<file path="src/rtl/mul_seq_if.sv">
// Bundle of signals around the mul_seq sequencer.
//   Operand side : in_valid / in_ready handshake carrying in_a, in_b.
//   Multiplier   : ld, a, b drive the shift-add multiplier; ry, rb come back from it.
//   Result side  : out_valid / out_ready handshake carrying the 2W-bit product out_p.
// The slave modport is the sequencer's view; master is the surrounding environment.
interface mul_seq_if #(
  parameter int unsigned W = 4
);
  logic           in_valid;
  logic           in_ready;
  logic [W-1:0]   in_a;
  logic [W-1:0]   in_b;
  logic           ld;
  logic [W-1:0]   a;
  logic [W-1:0]   b;
  logic [2*W-1:0] ry;
  logic [W-1:0]   rb;
  logic           out_valid;
  logic           out_ready;
  logic [2*W-1:0] out_p;

  modport slave (
    input  in_valid, in_a, in_b, ry, rb, out_ready,
    output in_ready, ld, a, b, out_valid, out_p
  );

  modport master (
    output in_valid, in_a, in_b, ry, rb, out_ready,
    input  in_ready, ld, a, b, out_valid, out_p
  );
endinterface

</file>
<file path="src/rtl/mul_seq.sv">
// Sequencer for a W-bit shift-add multiplier.
// Accepts one operand pair, pulses ld to load the multiplier, lets it step W times
// (or fewer when EARLY_EXIT is set and its rb register empties), captures ry into
// out_p and holds it on the result handshake until consumed.
// Ports:
//   clk  - clock, rising edge
//   rst  - synchronous, active-high reset
//   bus  - mul_seq_if.slave: operand handshake, multiplier drive/feedback, result handshake
// All outputs decode from registered state only.
module mul_seq #(
  parameter int unsigned W          = 4,
  parameter bit          EARLY_EXIT = 1'b0
) (
  input logic   clk,
  input logic   rst,
  mul_seq_if.slave bus
);

  localparam int unsigned CntW    = (W > 1) ? $clog2(W) : 1;
  localparam logic [CntW-1:0] CntLast = CntW'(W - 1);

  typedef enum logic [2:0] {
    StIdle,
    StLoad,
    StRun,
    StCapt,
    StDone
  } state_e;

  state_e         state_q, state_d;
  logic [CntW-1:0] cnt_q, cnt_d;
  logic [W-1:0]   op_a_q, op_a_d;
  logic [W-1:0]   op_b_q, op_b_d;
  logic [2*W-1:0] out_p_q, out_p_d;
  logic           rb_empty;

  assign rb_empty = (bus.rb == '0);

  always_ff @(posedge clk) begin
    if (rst) begin
      state_q <= StIdle;
      cnt_q   <= '0;
      op_a_q  <= '0;
      op_b_q  <= '0;
      out_p_q <= '0;
    end else begin
      state_q <= state_d;
      cnt_q   <= cnt_d;
      op_a_q  <= op_a_d;
      op_b_q  <= op_b_d;
      out_p_q <= out_p_d;
    end
  end

  always_comb begin
    state_d = state_q;
    cnt_d   = cnt_q;
    op_a_d  = op_a_q;
    op_b_d  = op_b_q;
    out_p_d = out_p_q;
    unique case (state_q)
      StIdle: begin
        if (bus.in_valid) begin
          op_a_d  = bus.in_a;
          op_b_d  = bus.in_b;
          state_d = StLoad;
        end
      end
      StLoad: begin
        cnt_d   = '0;
        state_d = StRun;
      end
      StRun: begin
        cnt_d = cnt_q + 1'b1;
        // rb is only trusted here: the multiplier was loaded on the LOAD edge.
        if ((cnt_q == CntLast) || (EARLY_EXIT && rb_empty)) begin
          state_d = StCapt;
        end
      end
      StCapt: begin
        out_p_d = bus.ry;
        state_d = StDone;
      end
      StDone: begin
        if (bus.out_ready) begin
          state_d = StIdle;
        end
      end
      default: state_d = StIdle;
    endcase
  end

  assign bus.in_ready  = (state_q == StIdle);
  assign bus.ld        = (state_q == StLoad);
  assign bus.out_valid = (state_q == StDone);
  assign bus.a         = op_a_q;
  assign bus.b         = op_b_q;
  assign bus.out_p     = out_p_q;

endmodule
</file>
<file path="src/flat_wrapper.sv">
// flat-port wrapper written by rule: the top's interface ports become plain ports
module mul_seq_flat 
#(
  parameter int unsigned W          = 4,
  parameter bit          EARLY_EXIT = 1'b0
)
  (clk, rst, bus_in_valid, bus_in_a, bus_in_b, bus_ry, bus_rb, bus_out_ready, bus_in_ready, bus_ld, bus_a, bus_b, bus_out_valid, bus_out_p);
  mul_seq_if #(.W(W)) bus_i ();
  input logic clk;
  input logic rst;
  input wire logic [$bits(bus_i.in_valid)-1:0] bus_in_valid;
  input wire logic [$bits(bus_i.in_a)-1:0] bus_in_a;
  input wire logic [$bits(bus_i.in_b)-1:0] bus_in_b;
  input wire logic [$bits(bus_i.ry)-1:0] bus_ry;
  input wire logic [$bits(bus_i.rb)-1:0] bus_rb;
  input wire logic [$bits(bus_i.out_ready)-1:0] bus_out_ready;
  output wire logic [$bits(bus_i.in_ready)-1:0] bus_in_ready;
  output wire logic [$bits(bus_i.ld)-1:0] bus_ld;
  output wire logic [$bits(bus_i.a)-1:0] bus_a;
  output wire logic [$bits(bus_i.b)-1:0] bus_b;
  output wire logic [$bits(bus_i.out_valid)-1:0] bus_out_valid;
  output wire logic [$bits(bus_i.out_p)-1:0] bus_out_p;
  assign bus_i.in_valid = bus_in_valid;
  assign bus_i.in_a = bus_in_a;
  assign bus_i.in_b = bus_in_b;
  assign bus_i.ry = bus_ry;
  assign bus_i.rb = bus_rb;
  assign bus_i.out_ready = bus_out_ready;
  assign bus_in_ready = bus_i.in_ready;
  assign bus_ld = bus_i.ld;
  assign bus_a = bus_i.a;
  assign bus_b = bus_i.b;
  assign bus_out_valid = bus_i.out_valid;
  assign bus_out_p = bus_i.out_p;
  mul_seq #(.W(W), .EARLY_EXIT(EARLY_EXIT)) u_core (.clk(clk), .rst(rst), .bus(bus_i));
endmodule
</file>
<file path="config.mk">
export PLATFORM = sky130hd
export DESIGN_NAME = mul_seq_flat
export DESIGN_NICKNAME = d
export VERILOG_FILES = /design/src/rtl/mul_seq_if.sv /design/src/rtl/mul_seq.sv /design/src/flat_wrapper.sv
export SDC_FILE = /design/constraint.sdc
export NUM_CORES = 1
export LEC_CHECK = 0
export CAP_MARGIN = 20
export CORE_MARGIN = 4
export CORE_UTILIZATION = 38
export CTS_BUF_LIST = sky130_fd_sc_hd__clkbuf_4 sky130_fd_sc_hd__clkbuf_8 sky130_fd_sc_hd__clkbuf_16
export DETAILED_ROUTE_END_ITERATION = 16
export PLACE_DENSITY = 0.77
export SYNTH_ARGS = -nofsm -noshare
export SYNTH_HDL_FRONTEND = slang
export SYNTH_SLANG_ARGS = --single-unit
</file>
<file path="constraint.sdc">
create_clock -name clk -period 2.2 [get_ports clk]
set_clock_uncertainty 0.2 [all_clocks]
set_input_delay 0.44 -clock clk [delete_from_list [all_inputs] [get_ports clk]]
set_output_delay 0.44 -clock clk [all_outputs]
set_load 0.03 [all_outputs]
</file>
==> flow_metrics.env <==
export IMPL_status="completed"
export IMPL_placed_area_um2=1250
export IMPL_ys_warn_count=0
export IMPL_ys_ff_latch=21
export IMPL_synth_top_cells_by_area="dfxtp_1 (50%), mux2i_1 (11%), nand2_1 (8.0%)"
export IMPL_viasPerCell=4.80
export IMPL_dieArea_um2=3050
export IMPL_post_route_util_pct=62.9
export IMPL_syn_num_nets=116
export IMPL_area_growth_synth_to_final_pct=51.5
export IMPL_grt_first_pass_wirelength_um=3130
export IMPL_grt_usage_pct=12.4
export IMPL_syn_area_um2=848
export IMPL_share_comb_of_total_power_pct=23.8
export IMPL_synthCells=91
export IMPL_timing_fmax_mhz=508
export IMPL_clock_path_buffers=2
export IMPL_path_buf_inv=1
export IMPL_seq_power_share_pct=51.7
export IMPL_core_um2=2040
export IMPL_cts_setup_buffers=0
export IMPL_switchingPower_uw=219
export IMPL_cp_cell_sequence="clkdlybuf4s50_1"
export IMPL_synthAdderAreaFrac_pct=1.47
export IMPL_rsz0062_at_grt="no"
export IMPL_end_kind="output port"
export IMPL_slew_viol_final=0
export IMPL_setup_viol_count_final=0
export IMPL_synthXorXnorAreaFrac_pct=1.03
export IMPL_p_int_uw=578
export IMPL_hold_viol=0
export IMPL_grt_max_degree=22
export IMPL_first_global_vias=720
export IMPL_fin_tns_setup_ps=0
export IMPL_post_route_drc_count=0
export IMPL_critPathTopFamily="buffers and inverters"
export IMPL_finalCritPeriodShare_pct=89.4
export IMPL_drive_above_1_share_pct=7.63
export IMPL_ant_nets=0
export IMPL_wl_um=1920
export IMPL_wl_per_cell_um=12.2
export IMPL_synth_simple_area_share_pct=23.5
export IMPL_gp_routability_congestion=0.699
export IMPL_via_count=759
export IMPL_worst_skew_pair_late_latency_ps=300
export IMPL_worstPathRequired_ps=1560
export IMPL_crit_type="reg2out"
export IMPL_port_buffer_count=38
export IMPL_netlist_cell_type_count=20
export IMPL_detail_route_first_pass_iterations=3
export IMPL_peakVddDrop_mv=0.363
export IMPL_synth_seq_area_share_pct=49.6
export IMPL_grt_overflow=0
export IMPL_fill_cells=187
export IMPL_swShare_pct=27.5
export IMPL_layout_nets=157
export IMPL_drtIter0Drc=1
export IMPL_antenna_cells=0
export IMPL_crit_fanout=2
export IMPL_htree_levels=1
export IMPL_cts_tree="done"
export IMPL_syn_area_per_cell_um2=9.32
export IMPL_cts_root_buffer="clkbuf_4"
export IMPL_synthMuxAreaShare_pct=10.6
export IMPL_antenna_found_initial=0
export IMPL_cellLeakagePower_nw=0.553
export IMPL_cp_slowest_cell="clkdlybuf4s50_1"
export IMPL_worst_pin_slew_ps=568
export IMPL_design_area_um2=1280
export IMPL_rows=16
export IMPL_cts_made_buffers=3
export IMPL_maxCapViolCount=0
export IMPL_cp_start_kind="flop"
export IMPL_die_h_um=55.3
export IMPL_worstPathArrival_ps=1330
export IMPL_yosysTopAreaCell="dfxtp_1"
export IMPL_clock_sinks=21
export IMPL_synth_top_area_share_pct=49.6
export IMPL_period_needed_ps=1970
export IMPL_synth_top_family_by_area="simple AND/OR/NAND/NOR gates"
export IMPL_relSlewSlack_pct=62.0
export IMPL_dp_hpwl_um=1460
export IMPL_power_density_nw_per_um2=620
export IMPL_cpPeakStageDelay_ps=670
export IMPL_power_share_clock_pct=24.6
export IMPL_synth_compound_area_share_pct=8.55
export IMPL_path_clk_slew_ps=120
export IMPL_initial_core_util_pct=41.5
export IMPL_io_pins=43
export IMPL_die_x_um=55.3
export IMPL_min_path_type="reg2reg"
==> logic make-up (layout without fill, tap and decap cells) <==
group                    Yosys count  after routing
XOR/XNOR                           1              1
adder cells (fa/ha/maj)            1              1
multiplexers                       9              9
AO/OA/AOI/OAI                     14             14
buffers and inverters              7             47
flip-flops                        21             21
AND/OR/NAND/NOR                   38             38
==> power groups by stage <==
stage	clock network, mW	logic, mW	registers, mW
2_1_floorplan	0	0.0832	0.445
5_1_grt	0.220	0.206	0.414
3_5_place_dp	0	0.194	0.421
6_report	0.196	0.189	0.412
4_1_cts	0.204	0.193	0.412
3_3_place_gp	0	0.189	0.420
==> worst register-to-register path, cell delays in order, from the launching register on <==
cell     delay (ps)
dfxtp_1         350
buf_4           170
or4b_1          680
nand2_1         120
a21oi_1          70
==> per-layer routing <==
layer	vias up	share of wire (%)	global-route usage (%)
li1	388	-	-
met1	344	40	13.0
met2	27	50	21.6
met3	0	9.8	5.13
met4	0	0	5.21
met5	-	0	0
==> synth_stat cells <==
| cell | n |
|---|---|
| dfxtp_1 | 21 |
| nand2_1 | 18 |
| a21oi_1 | 13 |
| mux2i_1 | 9 |
| nor2_1 | 9 |
| buf_2 | 3 |
| buf_6 | 2 |
| clkbuf_1 | 2 |
| nand3b_1 | 2 |
| nor3_1 | 2 |
| a21o_1 | 1 |
| and2_1 | 1 |
| ha_1 | 1 |
| nor3b_1 | 1 |
| nor4_1 | 1 |
| nor4b_1 | 1 |
| nor4b_4 | 1 |
| nor4bb_1 | 1 |
| or4b_1 | 1 |
| xnor2_1 | 1 |
==> what timing repair did <==
item / 4_1_cts / 5_1_grt
setup endpoints to repair: 2 / 1
resized for setup: 2 / 1
hold buffers: 0 / 0
==> registers in the layout, indices dropped and copies added, names as in the netlist <==
| name | count |
|---|---|
| u_core.bus.b | 4 |
| u_core.cnt_q | 2 |
| u_core.bus.out_p | 8 |
| u_core.state_q | 3 |
| u_core.bus.a | 4 |
==> final cells by class <==
class                   instances  area, um^2  share of cell area, %
clock buffers                   4        30.0                   2.34
multi-input cells              63         383                   29.8
well taps                      27        33.8                   2.63
flip-flops and latches         21         420                   32.7
repair buffers                 43         418                   32.5
==> final timing paths <==
check             depth (start not counted)         endpoint  slack, ps               from
setup / recovery                          1         bus_a[3]        230    u_core.bus.a[3]
setup reg to reg                          4  u_core.bus.b[3]        490  u_core.state_q[0]
hold reg to reg                           2  u_core.bus.a[1]        260    u_core.bus.a[1]
hold / removal                            2  u_core.bus.a[1]        260    u_core.bus.a[1]
==> stage by stage <==
step | worst slack (ps) | hold WS (ps) | std cells | power (mW)
after detailed placement | 122 | 248 | 154 | 0.614
after CTS | 23.2 | 264 | 158 | 0.809
after global placement | 142 | 241 | 154 | 0.609
after floorplan | 361 | 249 | 91 | 0.528
final | 232 | 258 | 158 | 0.797
after global routing | 143 | 291 | 158 | 0.840
==> cell usage in the layout (no fill, tap or decap), drive strengths merged <==
| master | instances |
|---|---|
| nor3 | 2 |
| a21o | 1 |
| mux2i | 9 |
| a21oi | 13 |
| nor4bb | 1 |
| buf | 5 |
| nor3b | 1 |
| dfxtp | 21 |
| or4b | 1 |
| nand3b | 2 |
| nor2 | 9 |
| nor4 | 1 |
| and2 | 1 |
| xnor2 | 1 |
| nor4b | 2 |
| clkdlybuf4s50 | 35 |
| nand2 | 18 |
| ha | 1 |
| clkbuf | 4 |
| dlygate4sd2 | 2 |
| dlymetal6s2s | 1 |
No activity file was read; power rests on OpenSTA's default activity.
